==> src/rtl/core_lsu.sv <==
// core_lsu: single-outstanding load/store unit on a req/gnt/rvalid data bus.
// Optional macro CORE_LSU_MISALIGN_TRAP_EN turns misaligned halfword/word accesses into error completions.
module core_lsu #(
    parameter int TIMEOUT = 255
) (
    input  logic        clk,
    input  logic        rst_n,
    input  logic        i_valid,
    output logic        i_ready,
    input  logic        I_LB,
    input  logic        I_LH,
    input  logic        I_LW,
    input  logic        I_LBU,
    input  logic        I_LHU,
    input  logic        I_SB,
    input  logic        I_SH,
    input  logic        I_SW,
    input  logic [31:0] ADDR,
    input  logic [31:0] WDATA,
    input  logic [4:0]  RD,
    output logic        o_valid,
    output logic [31:0] o_rdata,
    output logic [4:0]  o_rd,
    output logic        o_err,
    output logic        mem_req,
    output logic        mem_we,
    output logic [31:0] mem_addr,
    output logic [31:0] mem_wdata,
    output logic [3:0]  mem_be,
    input  logic        mem_gnt,
    input  logic        mem_rvalid,
    input  logic [31:0] mem_rdata
);
    typedef enum logic [1:0] {IDLE, REQ, RESP, DONE} state_t;

    // Only the load flavour survives acceptance; stores are fully described by mem_we/be/wdata.
    typedef struct packed {
        logic lb;
        logic lh;
        logic lw;
        logic lbu;
        logic lhu;
    } ld_op_t;

    state_t      state;
    ld_op_t      ld_q;
    logic [1:0]  off_q;
    logic [15:0] cnt;

    logic [7:0]  op_vec;
    logic        op_ok;
    logic        is_store;
    logic        misalign;
    logic        timeout_hit;
    logic [3:0]  be_c;
    logic [31:0] wdata_c;
    logic [7:0]  byte_sel;
    logic [15:0] half_sel;
    logic [31:0] load_data;

    assign i_ready  = (state == IDLE);
    assign op_vec   = {I_SW, I_SH, I_SB, I_LHU, I_LBU, I_LW, I_LH, I_LB};
    assign op_ok    = $onehot(op_vec);
    assign is_store = I_SB | I_SH | I_SW;

`ifdef CORE_LSU_MISALIGN_TRAP_EN
    assign misalign = ((I_LH | I_LHU | I_SH) & ADDR[0]) |
                      ((I_LW | I_SW) & (ADDR[1:0] != 2'b00));
`else
    assign misalign = 1'b0;
`endif

    // cnt starts at 0 on REQ entry, so TIMEOUT cycles in REQ+RESP end on cnt == TIMEOUT-1.
    assign timeout_hit = (TIMEOUT != 0) && (cnt == 16'(TIMEOUT - 1));

    always_comb begin
        be_c    = 4'b1111;
        wdata_c = WDATA;
        if (I_SB) begin
            be_c    = 4'b0001 << ADDR[1:0];
            wdata_c = {4{WDATA[7:0]}};
        end else if (I_SH) begin
            be_c    = ADDR[1] ? 4'b1100 : 4'b0011;
            wdata_c = {2{WDATA[15:0]}};
        end
    end

    assign byte_sel = mem_rdata[{off_q, 3'b000} +: 8];
    assign half_sel = off_q[1] ? mem_rdata[31:16] : mem_rdata[15:0];

    always_comb begin
        load_data = 32'h0;
        if (ld_q.lb)
            load_data = {{24{byte_sel[7]}}, byte_sel};
        else if (ld_q.lbu)
            load_data = {24'h0, byte_sel};
        else if (ld_q.lh)
            load_data = {{16{half_sel[15]}}, half_sel};
        else if (ld_q.lhu)
            load_data = {16'h0, half_sel};
        else if (ld_q.lw)
            load_data = mem_rdata;
    end

    always_ff @(posedge clk) begin
        if (!rst_n) begin
            state     <= IDLE;
            ld_q      <= '0;
            off_q     <= 2'b00;
            cnt       <= 16'h0;
            o_valid   <= 1'b0;
            o_err     <= 1'b0;
            o_rdata   <= 32'h0;
            o_rd      <= 5'h0;
            mem_req   <= 1'b0;
            mem_we    <= 1'b0;
            mem_addr  <= 32'h0;
            mem_wdata <= 32'h0;
            mem_be    <= 4'h0;
        end else begin
            o_valid <= 1'b0;
            unique case (state)
                IDLE: begin
                    if (i_valid) begin
                        ld_q  <= {I_LB, I_LH, I_LW, I_LBU, I_LHU};
                        off_q <= ADDR[1:0];
                        o_rd  <= RD;
                        if (!op_ok || misalign) begin
                            state   <= DONE;
                            o_valid <= 1'b1;
                            o_err   <= 1'b1;
                            o_rdata <= 32'h0;
                        end else begin
                            state     <= REQ;
                            cnt       <= 16'h0;
                            mem_req   <= 1'b1;
                            mem_we    <= is_store;
                            mem_addr  <= {ADDR[31:2], 2'b00};
                            mem_be    <= be_c;
                            mem_wdata <= wdata_c;
                        end
                    end
                end
                REQ: begin
                    cnt <= cnt + 16'd1;
                    // Timeout wins over a same-cycle grant so the error window is exact.
                    if (timeout_hit) begin
                        state   <= DONE;
                        mem_req <= 1'b0;
                        o_valid <= 1'b1;
                        o_err   <= 1'b1;
                        o_rdata <= 32'h0;
                    end else if (mem_gnt) begin
                        mem_req <= 1'b0;
                        if (mem_we) begin
                            state   <= DONE;
                            o_valid <= 1'b1;
                            o_err   <= 1'b0;
                            o_rdata <= 32'h0;
                        end else begin
                            state <= RESP;
                        end
                    end
                end
                RESP: begin
                    cnt <= cnt + 16'd1;
                    if (timeout_hit) begin
                        state   <= DONE;
                        o_valid <= 1'b1;
                        o_err   <= 1'b1;
                        o_rdata <= 32'h0;
                    end else if (mem_rvalid) begin
                        state   <= DONE;
                        o_valid <= 1'b1;
                        o_err   <= 1'b0;
                        o_rdata <= load_data;
                    end
                end
                DONE: begin
                    state <= IDLE;
                    o_err <= 1'b0;
                end
                default: state <= IDLE;
            endcase
        end
    end
endmodule

==> config.mk <==
export PLATFORM = sky130hd
export DESIGN_NAME = core_lsu
export DESIGN_NICKNAME = d
export VERILOG_FILES = /design/src/rtl/core_lsu.sv
export SDC_FILE = /design/constraint.sdc
export NUM_CORES = 1
export LEC_CHECK = 0
export ABC_AREA = 1
export CAP_MARGIN = 20
export CORE_AREA = 2 2 120 122
export DETAILED_ROUTE_END_ITERATION = 10
export DIE_AREA = 0 0 122 124
export GPL_TIMING_DRIVEN = 0
export PLACE_DENSITY = 0.87
export SYNTH_ARGS = -nofsm -noshare
export SYNTH_HDL_FRONTEND = slang
export SYNTH_SLANG_ARGS = --single-unit
==> constraint.sdc <==
create_clock -name clk -period 8 [get_ports clk]
set_clock_uncertainty 0.15 [all_clocks]
set_input_delay 1.6 -clock clk [delete_from_list [all_inputs] [get_ports clk]]
set_output_delay 1.6 -clock clk [all_outputs]
set_load 0.03 [all_outputs]
==> results of run 1 <==
-- power breakdown --
| group | switching (mW) | leakage, nW | total, mW | internal (mW) |
|---|---|---|---|---|
| combinational | 0.963 | 2.69 | 1.54 | 0.577 |
| sequential | 0.0750 | 1.08 | 0.865 | 0.790 |
| clock | 0.287 | 0.290 | 0.814 | 0.527 |
-- registers in the layout (all words and copies together) (netlist names) --
| name | cells |
|---|---|
| cnt | 16 |
| ld_q | 5 |
| mem_addr | 30 |
| mem_be | 4 |
| mem_req | 1 |
| mem_wdata | 32 |
| mem_we | 1 |
| o_err | 1 |
| o_rd | 5 |
| o_rdata | 32 |
| o_valid | 1 |
| off_q | 2 |
| state | 2 |
-- stage by stage --
stage          power, mW  cells  cell area, um2
6_report            3.22   1451            9840
5_1_grt             3.42   1451            9840
4_1_cts             3.22   1451            9840
3_5_place_dp        2.40   1420            9230
3_3_place_gp        2.37   1420            9230
2_1_floorplan       1.89   1022            6820
-- area by class of cell --
class | instances | area [um2] | area share
Inverter | 138 | 518 | 0.0526
Buffer | 58 | 277 | 0.0281
Multi-Input combinational cell | 694 | 3390 | 0.344
Sequential cell | 132 | 2640 | 0.269
Tap cell | 180 | 225 | 0.0229
Clock buffer | 22 | 454 | 0.0462
Timing Repair Buffer | 218 | 2180 | 0.222
Clock inverter | 9 | 154 | 0.0156
-- cells in the mapped netlist, drive strengths merged --
cell type  count
o211ai         1
a211oi         5
nor2         114
a21oi        149
o211a          1
clkinv         1
nand3         44
a31o           1
nor3b          1
clkbuf        31
conb           1
fa             4
ha            10
buf           27
nand2        210
o21ai        125
inv          137
a22oi          3
a31oi          1
dfxtp        132
o21a           2
nand4          3
or2           10
nor3           7
a2bb2oi        1
-- worst min-delay path, cell delays in order, from the launching register on --
cell and delay [ns]:
dfxtp_1 0.31, inv_1 0.05, a21oi_1 0.04
-- cells by family (layout without fill, tap and decap cells) --
kind of cell,count (synthesis),after routing,share of synthesized area
other,1,2,0.000550
and+or+nand+nor,389,389,0.246
AOI/OAI and AO/OA,289,289,0.219
buffers and inverters,196,445,0.116
DFF,132,132,0.387
adders and majority gates,14,14,0.0301
-- layer usage --
| metal | GRT usage | share of wire |
|---|---|---|
| met1 | 0.341 | 0.40 |
| met2 | 0.486 | 0.48 |
| met3 | 0.0902 | 0.093 |
| met4 | 0.121 | 0.027 |
| met5 | 0 | 0 |
-- worst max path at each step --
| stage | from | end | cells past startpoint |
|---|---|---|---|
| floorplan | I_LB | o_rdata[19]$_SDFFE_PN0P_ | 17 |
| global placement | I_LB | cnt[10]$_SDFFE_PN0P_ | 16 |
| detailed placement | I_LB | cnt[12]$_SDFFE_PN0P_ | 16 |
| CTS | I_LB | cnt[10]$_SDFFE_PN0P_ | 16 |
| global route | I_LB | cnt[10]$_SDFFE_PN0P_ | 16 |
| finish | I_LB | cnt[10]$_SDFFE_PN0P_ | 16 |
==> flow_metrics.tcl, run 1 <==
set metrics [dict create \
    cts_inserted_buffers 17 \
    fillers 1171 \
    ctsResizeCount 0 \
    critPathCaptureType "flip-flop" \
    grt_antenna_before_repair 0 \
    netlist.area_leader.share 0.387 \
    gp_congestion 0.972 \
    rr_worst_depth 10 \
    core-area_um2 13700 \
    tns_ns 0 \
    whs_endpoint "mem_addr[2]$_SDFFE_PN0P_" \
    synthCells 1021 \
    timing_worst_slew_pin_value_ns 0.653 \
    cp.required_ns 8.15 \
    ys_ff_latch 132 \
    synth_cell_types 41 \
    dp_hpwl_um 16900 \
    dr.pass1.iters 6 \
    cap_violations 0 \
    powerDensity_nw_per_um2 327 \
    ant_nets 0 \
    ir_drop_uv 157 \
    final_layout_size_suffix_gt1_frac 0.0661 \
    drc_errors 0 \
    crit_fanout 10 \
    reg2reg_to "o_rdata[2]$_SDFFE_PN0P_" \
    slowest_delay_ns 0.56 \
    p_leak_nw 4.06 \
    hold_depth 2 \
    grt_max_degree 17 \
    fin_crit_sh 0.694 \
    period_needed_ns 5.55 \
    layout_common_cells "clkdlybuf4s50_1, nand2_1, a21oi_1, inv_1, dfxtp_1" \
    startpoint_type "input pin" \
    finalNetCount 1387 \
    die_w_um 122 \
    slew_viol_final 0 \
    timing.hold.ws_ns 0.292 \
    clkTransAtPathRegs_ns 0.06 \
    path_cells "clkdlybuf4s50_1 > inv_1 > fa_1 > fa_1 > fa_1 > inv_1 > ha_1 > inv_1 > fa_1 > nand2_1 > nor2_1 > nand3_4 > o21ai_2 > inv_1 > o21ai_0 > a21oi_1" \
    slowest_stage "fa_1" \
    fp.dieH_um 124 \
    track_usage 0.289 \
    root_buffer "clkbuf_16" \
    synth-seq-area-share 0.387 \
    htreeDepth 4 \
    ctsHoldBuffers 0 \
    hp-start "mem_addr[2]$_SDFFE_PN0P_" \
    area_growth_pct 44.3 \
    hp-class "reg2reg" \
    diodes 0 \
    setup_viol 0 \
    port_buffers 218 \
    wl_per_cell_um 15.3 \
    grt_pass1_wl_um 33800 \
    ys_warn_count 0 \
    overflow 0 \
    crit-reg2reg-launch "state[0]$_SDFFE_PN0P_" \
    run_status "complete, no violations" \
    cts_sinks 132 \
    post_cts_buffers 0 \
    critPathKind "in2reg" \
    ctsLongestPathBuffers 2 \
    final.setup.worst_slack_ns 2.45 \
    start_util 0.497 \
    cp_data_arrival_time_ns 5.70 \
    drtIter0Drc 450 \
    syn_area_um2 6820 \
    die_area_um2 15100 \
    rows 43 \
    max_freq_mhz 180 \
    crit_family "adder cells" \
    layout_commonest_cell "clkdlybuf4s50_1" \
    syn_avg_cell_area_um2 6.68 \
    clkLatencyLatePin_ns 0.41 \
    post-route-util 0.717 \
    viasPerCell 5.12 \
    relSlewSlack 0.560 \
    io_pins 224 \
    first_global_vias 6935 \
    vias 7431 \
    grt_setup_unrepaired "no" \
    synth_area_leaders "dfxtp_1, nand2_1, a21oi_1" \
    pre_cts_ws_ns 2.05 \
    crit_buf_inv 5 \
    wl_um 22200 \
    reg2reg_slack_ns 5.46 \
    hold_viol 0 \
    cts_tree "built" \
    synth_largest_area_cell "dfxtp_1" \
]
Note: power is estimated with default switching activity, not from simulation.
==> inputs of run 2 (changes only) <==
--- a/config.mk
+++ b/config.mk
@@ -7,11 +7,11 @@
 export LEC_CHECK = 0
 export ABC_AREA = 1
 export CAP_MARGIN = 20
-export CORE_AREA = 2 2 120 122
+export CORE_AREA = 2 2 131 133
 export DETAILED_ROUTE_END_ITERATION = 10
-export DIE_AREA = 0 0 122 124
+export DIE_AREA = 0 0 133 135
 export GPL_TIMING_DRIVEN = 0
-export PLACE_DENSITY = 0.87
+export PLACE_DENSITY = 0.78
 export SYNTH_ARGS = -nofsm -noshare
 export SYNTH_HDL_FRONTEND = slang
 export SYNTH_SLANG_ARGS = --single-unit
==> constraint.sdc (replaced) <==
create_clock -name clk -period 4.65 [get_ports clk]
set_clock_uncertainty 0.15 [all_clocks]
set_input_delay 0.93 -clock clk [delete_from_list [all_inputs] [get_ports clk]]
set_output_delay 0.93 -clock clk [all_outputs]
set_load 0.03 [all_outputs]
==> flow_metrics.tcl, run 2 (synthesized netlist as in run 1, its figures left out) <==
set metrics [dict create \
    total_power_mw 5.54 \
    final_layout_size_suffix_gt1_frac 0.0933 \
    setup_viol 0 \
    port_buffers 218 \
    cts_inserted_buffers 17 \
    htreeDepth 4 \
    slew_viol_final 0 \
    relSlewSlack 0.511 \
    multi_input_area_um2 3450 \
    timing.hold.ws_ns 0.293 \
    layout_commonest_cell "clkdlybuf4s50_1" \
    cts_sinks 132 \
    first_global_vias 7077 \
    grt_setup_unrepaired "no" \
    ir_drop_uv 304 \
    hold_viol 0 \
    area_growth_pct 46.7 \
    met1_usage 0.289 \
    clkTransAtPathRegs_ns 0.06 \
    diodes 0 \
    fillers 1495 \
    grt_busiest_layer "met2" \
    grt_max_degree 17 \
    critPathKind "in2reg" \
    finalNetCount 1393 \
    layout_common_cells "clkdlybuf4s50_1, nand2_1, a21oi_1, dfxtp_1, inv_1" \
    p_leak_nw 4.13 \
    grt_pass1_wl_um 35100 \
    run_status "complete, no violations" \
    cap_violations 0 \
    powerDensity_nw_per_um2 553 \
    ant_nets 0 \
    period_needed_ns 4.43 \
    ctsHoldBuffers 0 \
    die_w_um 133 \
    seq_area_um2 2640 \
    drc_errors 0 \
    die_area_um2 18000 \
    cp_data_arrival_time_ns 4.59 \
    core-area_um2 16400 \
    wl_per_cell_um 15.0 \
    dr.pass1.iters 5 \
    track_usage 0.247 \
    use_met2 0.415 \
    viasPerCell 5.04 \
    post-route-util 0.610 \
    io_pins 224 \
    wl_um 22500 \
    drtIter0Drc 437 \
    cts_tree "built" \
    fp.dieH_um 135 \
    cp.required_ns 4.82 \
    grt_antenna_before_repair 0 \
    hp-class "reg2reg" \
    ctsLongestPathBuffers 2 \
    timing_worst_slew_pin_value_ns 0.725 \
    rows 47 \
    vias 7533 \
    startpoint_type "input pin" \
    max_freq_mhz 226 \
    crit_fanout 7 \
    critPathCaptureType "flip-flop" \
    fin_crit_sh 0.952 \
    root_buffer "clkbuf_16" \
    dp_hpwl_um 17100 \
    overflow 0 \
    clkLatencyLatePin_ns 0.42 \
    met3_usage 0.0890 \
    reg_top3 "mem_wdata: 32 flops, o_rdata: 32 flops, mem_addr: 30 flops" \
    start_util 0.416 \
    gp_congestion 0.962 \
]
run 2: cell types whose count changed in the layout (fill, tap and decap cells not counted), moves of 4 or more:
cell	delta
nand2_1	-4
buf_4	+6
o21ai_1	+23
o21ai_0	-23
nor2_1	-5
buf_1	-4
clkbuf_1	-10
clkbuf_2	+9
inv_1	-4
run 2: worst max-delay path, stage by stage:
cell and delay [ns]:
dlymetal6s2s_1 0.11, inv_2 0.05, fa_1 0.53, fa_1 0.60
fa_1 0.43, inv_1 0.07, ha_2 0.18, inv_2 0.04
fa_1 0.55, nand2_2 0.07, nor2_4 0.16, nand3_4 0.19
o21ai_4 0.29, buf_6 0.14, a21oi_1 0.05, o21a_1 0.19
run 2: power by group:
part,total (mW),switching (mW),internal [mW]
clock,1.32,0.521,0.800
sequential,1.49,0.128,1.36
combinational,2.73,1.68,1.04
total,5.54,2.33,3.20
run 2: repair_timing:
item / in CTS / in global routing
gates resized for setup: 9 / 64
endpoints found under the setup margin: 115 / 107
setup buffers: 1 / 5
pin swaps: 2 / 14
endpoints found under the hold margin: 0 / 0
run 2: area by class of cell:
type	count	area share
multi-input cells	694	0.345
flip-flops and latches	132	0.264
repair buffers	224	0.224
inverters	138	0.0520
clock buffers	19	0.0443
plain buffers	58	0.0305
well taps	220	0.0275
clock inverters	11	0.0130
run 2: path summary, 6_finish.rpt:
path	from	endpoint	slack, ns	cells after the start
worst min register to register	mem_addr[8]$_SDFFE_PN0P_	mem_addr[8]$_SDFFE_PN0P_	0.29	2
worst min-delay path	mem_addr[8]$_SDFFE_PN0P_	mem_addr[8]$_SDFFE_PN0P_	0.29	2
worst max register to register	state[0]$_SDFFE_PN0P_	o_rdata[2]$_SDFFE_PN0P_	2.08	10
worst max-delay path	I_LBU	cnt[5]$_SDFFE_PN0P_	0.22	16
run 2: per-layer routing:
metal,part of all wire,wire length (um)
met1,0.41,9250
met2,0.47,10500
met5,0,0
met4,0.025,553
met3,0.099,2220
run 2: stage by stage:
stage	TNS (ns)	worst slack [ns]	cells	cell area [um2]
after floorplan	0	0.278	1022	6820
after global placement	-54.77	-0.595	1460	9280
after detailed placement	-66.65	-0.731	1460	9280
after CTS	0	0.00113	1491	9890
after global routing	0	0.113	1496	10000
final	0	0.224	1496	10000
==> inputs of run 3 (changes only) <==
--- a/config.mk
+++ b/config.mk
@@ -5,11 +5,10 @@
 export SDC_FILE = /design/constraint.sdc
 export NUM_CORES = 1
 export LEC_CHECK = 0
-export ABC_AREA = 1
 export CAP_MARGIN = 20
-export CORE_AREA = 2 2 131 133
+export CORE_AREA = 2 2 125 127
 export DETAILED_ROUTE_END_ITERATION = 10
-export DIE_AREA = 0 0 133 135
+export DIE_AREA = 0 0 127 129
 export GPL_TIMING_DRIVEN = 0
 export PLACE_DENSITY = 0.78
 export SYNTH_ARGS = -nofsm -noshare
==> flow_metrics.tcl, run 3 <==
set metrics [dict create \
    synth-seq-area-share 0.446 \
    cts_sinks 132 \
    ctsHoldBuffers 0 \
    period_needed_ns 4.51 \
    grt_antenna_before_repair 0 \
    crit_buf_inv 7 \
    hp-class "reg2reg" \
    crit_path_start "I_LB" \
    syn_area_um2 5920 \
    crit_fanout 7 \
    wl_met3_um 1350 \
    run_status "complete, no violations" \
    ys_warn_count 0 \
    ant_nets 0 \
    dr.pass1.iters 5 \
    diodes 0 \
    first_global_vias 5876 \
    root_buffer "clkbuf_16" \
    rows 45 \
    crit_family "adder cells" \
    wl_met1_um 8280 \
    critPathKind "in2reg" \
    io_pins 224 \
    design_area_um2 9130 \
    synth_cell_types 58 \
    max_freq_mhz 222 \
    p_leak_nw 3.32 \
    synthCells 708 \
    layoutNonFillerInstCount 1153 \
    pre_cts_ws_ns -0.939 \
    synth_area_leaders "dfxtp_1, nand2_1, a21oi_1" \
    startpoint_type "input pin" \
    powerDensity_nw_per_um2 441 \
    dpl_cell_area_um2 8360 \
    final_layout_size_suffix_gt1_frac 0.102 \
    cts_tree "built" \
    setup_viol 0 \
    relSlewSlack 0.353 \
    clkPwrFrac 0.314 \
    drtIter0Drc 372 \
    drc_errors 0 \
    power.internal_mw 2.58 \
    tns_ns 0 \
    final.setup.worst_slack_ns 0.137 \
    ir_drop_uv 292 \
    ys_ff_latch 132 \
    viasPerCell 5.26 \
    synth_common_cells "nand2_1, dfxtp_1, a21oi_1, nor2_1, o21ai_0" \
    async_flop_share 0 \
    slowest_delay_ns 0.52 \
    critPathCaptureType "flip-flop" \
    swShare 0.358 \
    combPwrFrac 0.354 \
    start_util 0.395 \
    reg_top3 "mem_wdata: 32 flops, o_rdata: 32 flops, mem_addr: 30 flops" \
    clkLatencyLatePin_ns 0.42 \
    fp.dieH_um 129 \
    dp_hpwl_um 14200 \
    htreeDepth 4 \
    slowest_stage "fa_1" \
    port_buffers 219 \
    crit-reg2reg-launch "state[0]$_SDFFE_PN0P_" \
    highest_layer "met4" \
    overflow 0 \
    path_cells "dlygate4sd2_1 > inv_1 > fa_1 > fa_1 > fa_1 > inv_1 > ha_2 > inv_1 > fa_2 > o211ai_1 > buf_4 > a211oi_4 > buf_6 > buf_6 > o2111ai_4 > xor2_1 > nor2_1" \
    clkTransAtPathRegs_ns 0.06 \
    switchingPower_mw 1.44 \
    timing.hold.ws_ns 0.303 \
    cap_violations 0 \
    core-area_um2 15000 \
    track_usage 0.232 \
    die_area_um2 16400 \
    wl_per_cell_um 16.7 \
    wl_met2_um 9090 \
    layout_common_cells "clkdlybuf4s50_1, nand2_1, dfxtp_1, a21oi_1, nor2_1" \
    hold_viol 0 \
    grt_max_degree 17 \
    layout_commonest_cell "clkdlybuf4s50_1" \
    yosysMostFrequentCell "nand2_1" \
    cts_inserted_buffers 17 \
    total_power_mw 4.02 \
    hp-start "mem_addr[26]$_SDFFE_PN0P_" \
    gp_congestion 0.886 \
    finalNetCount 1080 \
    grt_pass1_wl_um 30200 \
    synth_ff_type "dfxtp_1" \
    syn_avg_cell_area_um2 8.37 \
    ctsLongestPathBuffers 2 \
    post-route-util 0.609 \
    area_growth_pct 54.1 \
    cp.required_ns 4.81 \
    slew_viol_final 0 \
    cp_data_arrival_time_ns 4.67 \
    timing_worst_slew_pin_value_ns 0.968 \
    die_w_um 127 \
    synth-edff-count 0 \
    vias 6063 \
    synth_largest_area_cell "dfxtp_1" \
    p_seq_frac 0.331 \
    dp.cells 1116 \
    wl_um 19200 \
    netlist.area_leader.share 0.446 \
    fin_crit_sh 0.971 \
]
==> run 3: cell types whose count changed in the layout (fill, tap and decap cells not counted), sizes merged, moves of 22 or more <==
cell	delta
inv	-117
o21ai	-97
a21oi	-81
nor2	-78
nand3	-37
nand2	-22
==> run 3: cells by family (layout without fill, tap and decap cells) <==
group                      count (synthesis)  after routing  share of synthesized area
xor gates and xnor gates                  13             13                     0.0192
other                                      1              2                   0.000633
buffers and inverters                     72            328                     0.0534
adders and majority gates                 14             14                     0.0346
muxes                                     19             19                     0.0359
AOI/OAI and AO/OA                        191            191                      0.223
and+or+nand+nor                          266            266                      0.187
DFF                                      132            132                      0.446
==> run 3: power by group through the flow <==
stage	Combinational, mW	Clock [mW]	Sequential (mW)
after CTS	1.41	1.28	1.33
after detailed placement	1.30	0	1.36
final	1.42	1.26	1.33
after global routing	1.54	1.33	1.35
after global placement	1.29	0	1.35
after floorplan	0.629	0	1.53
==> run 3: repair_timing <==
item,4_1_cts,5_1_grt
setup endpoints to repair,117,117
resized for setup,50,14
pin swaps,6,5
cloned,2,0
hold endpoints to repair,0,0
buffers inserted,4,1
==> run 3: routing by layer <==
layer,track usage,up-vias
met5,0,-
met3,0.0674,42
met2,0.383,232
met1,0.287,2810
li1,-,2979
met4,0.0957,0
==> run 3: layout make-up <==
type | count | area (um2)
fillers | 1326 | 5850
repair buffers | 226 | 2240
inverters | 21 | 82.6
clock buffers | 17 | 425
well taps | 188 | 235
flip-flops and latches | 132 | 2640
multi-input cells | 505 | 3030
clock inverters | 15 | 135
plain buffers | 49 | 335
==> run 3: path summary, 6_finish.rpt <==
check                                    to  slack [ns]  cells past startpoint
setup / recovery       cnt[15]$_SDFFE_PN0P_        0.14                     17
hold / removal    mem_addr[26]$_SDFFE_PN0P_        0.30                      2
setup reg to reg        cnt[8]$_SDFFE_PN0P_        2.08                      8
hold reg to reg   mem_addr[26]$_SDFFE_PN0P_        0.30                      2
==> run 3: tightest hold or removal path, delay by kind of cell, from the launching register on <==
family / cells / cell delay, ns
AOI/OAI and AO/OA: 1 / 0.05
DFF: 1 / 0.31
and+or+nand+nor: 1 / 0.05
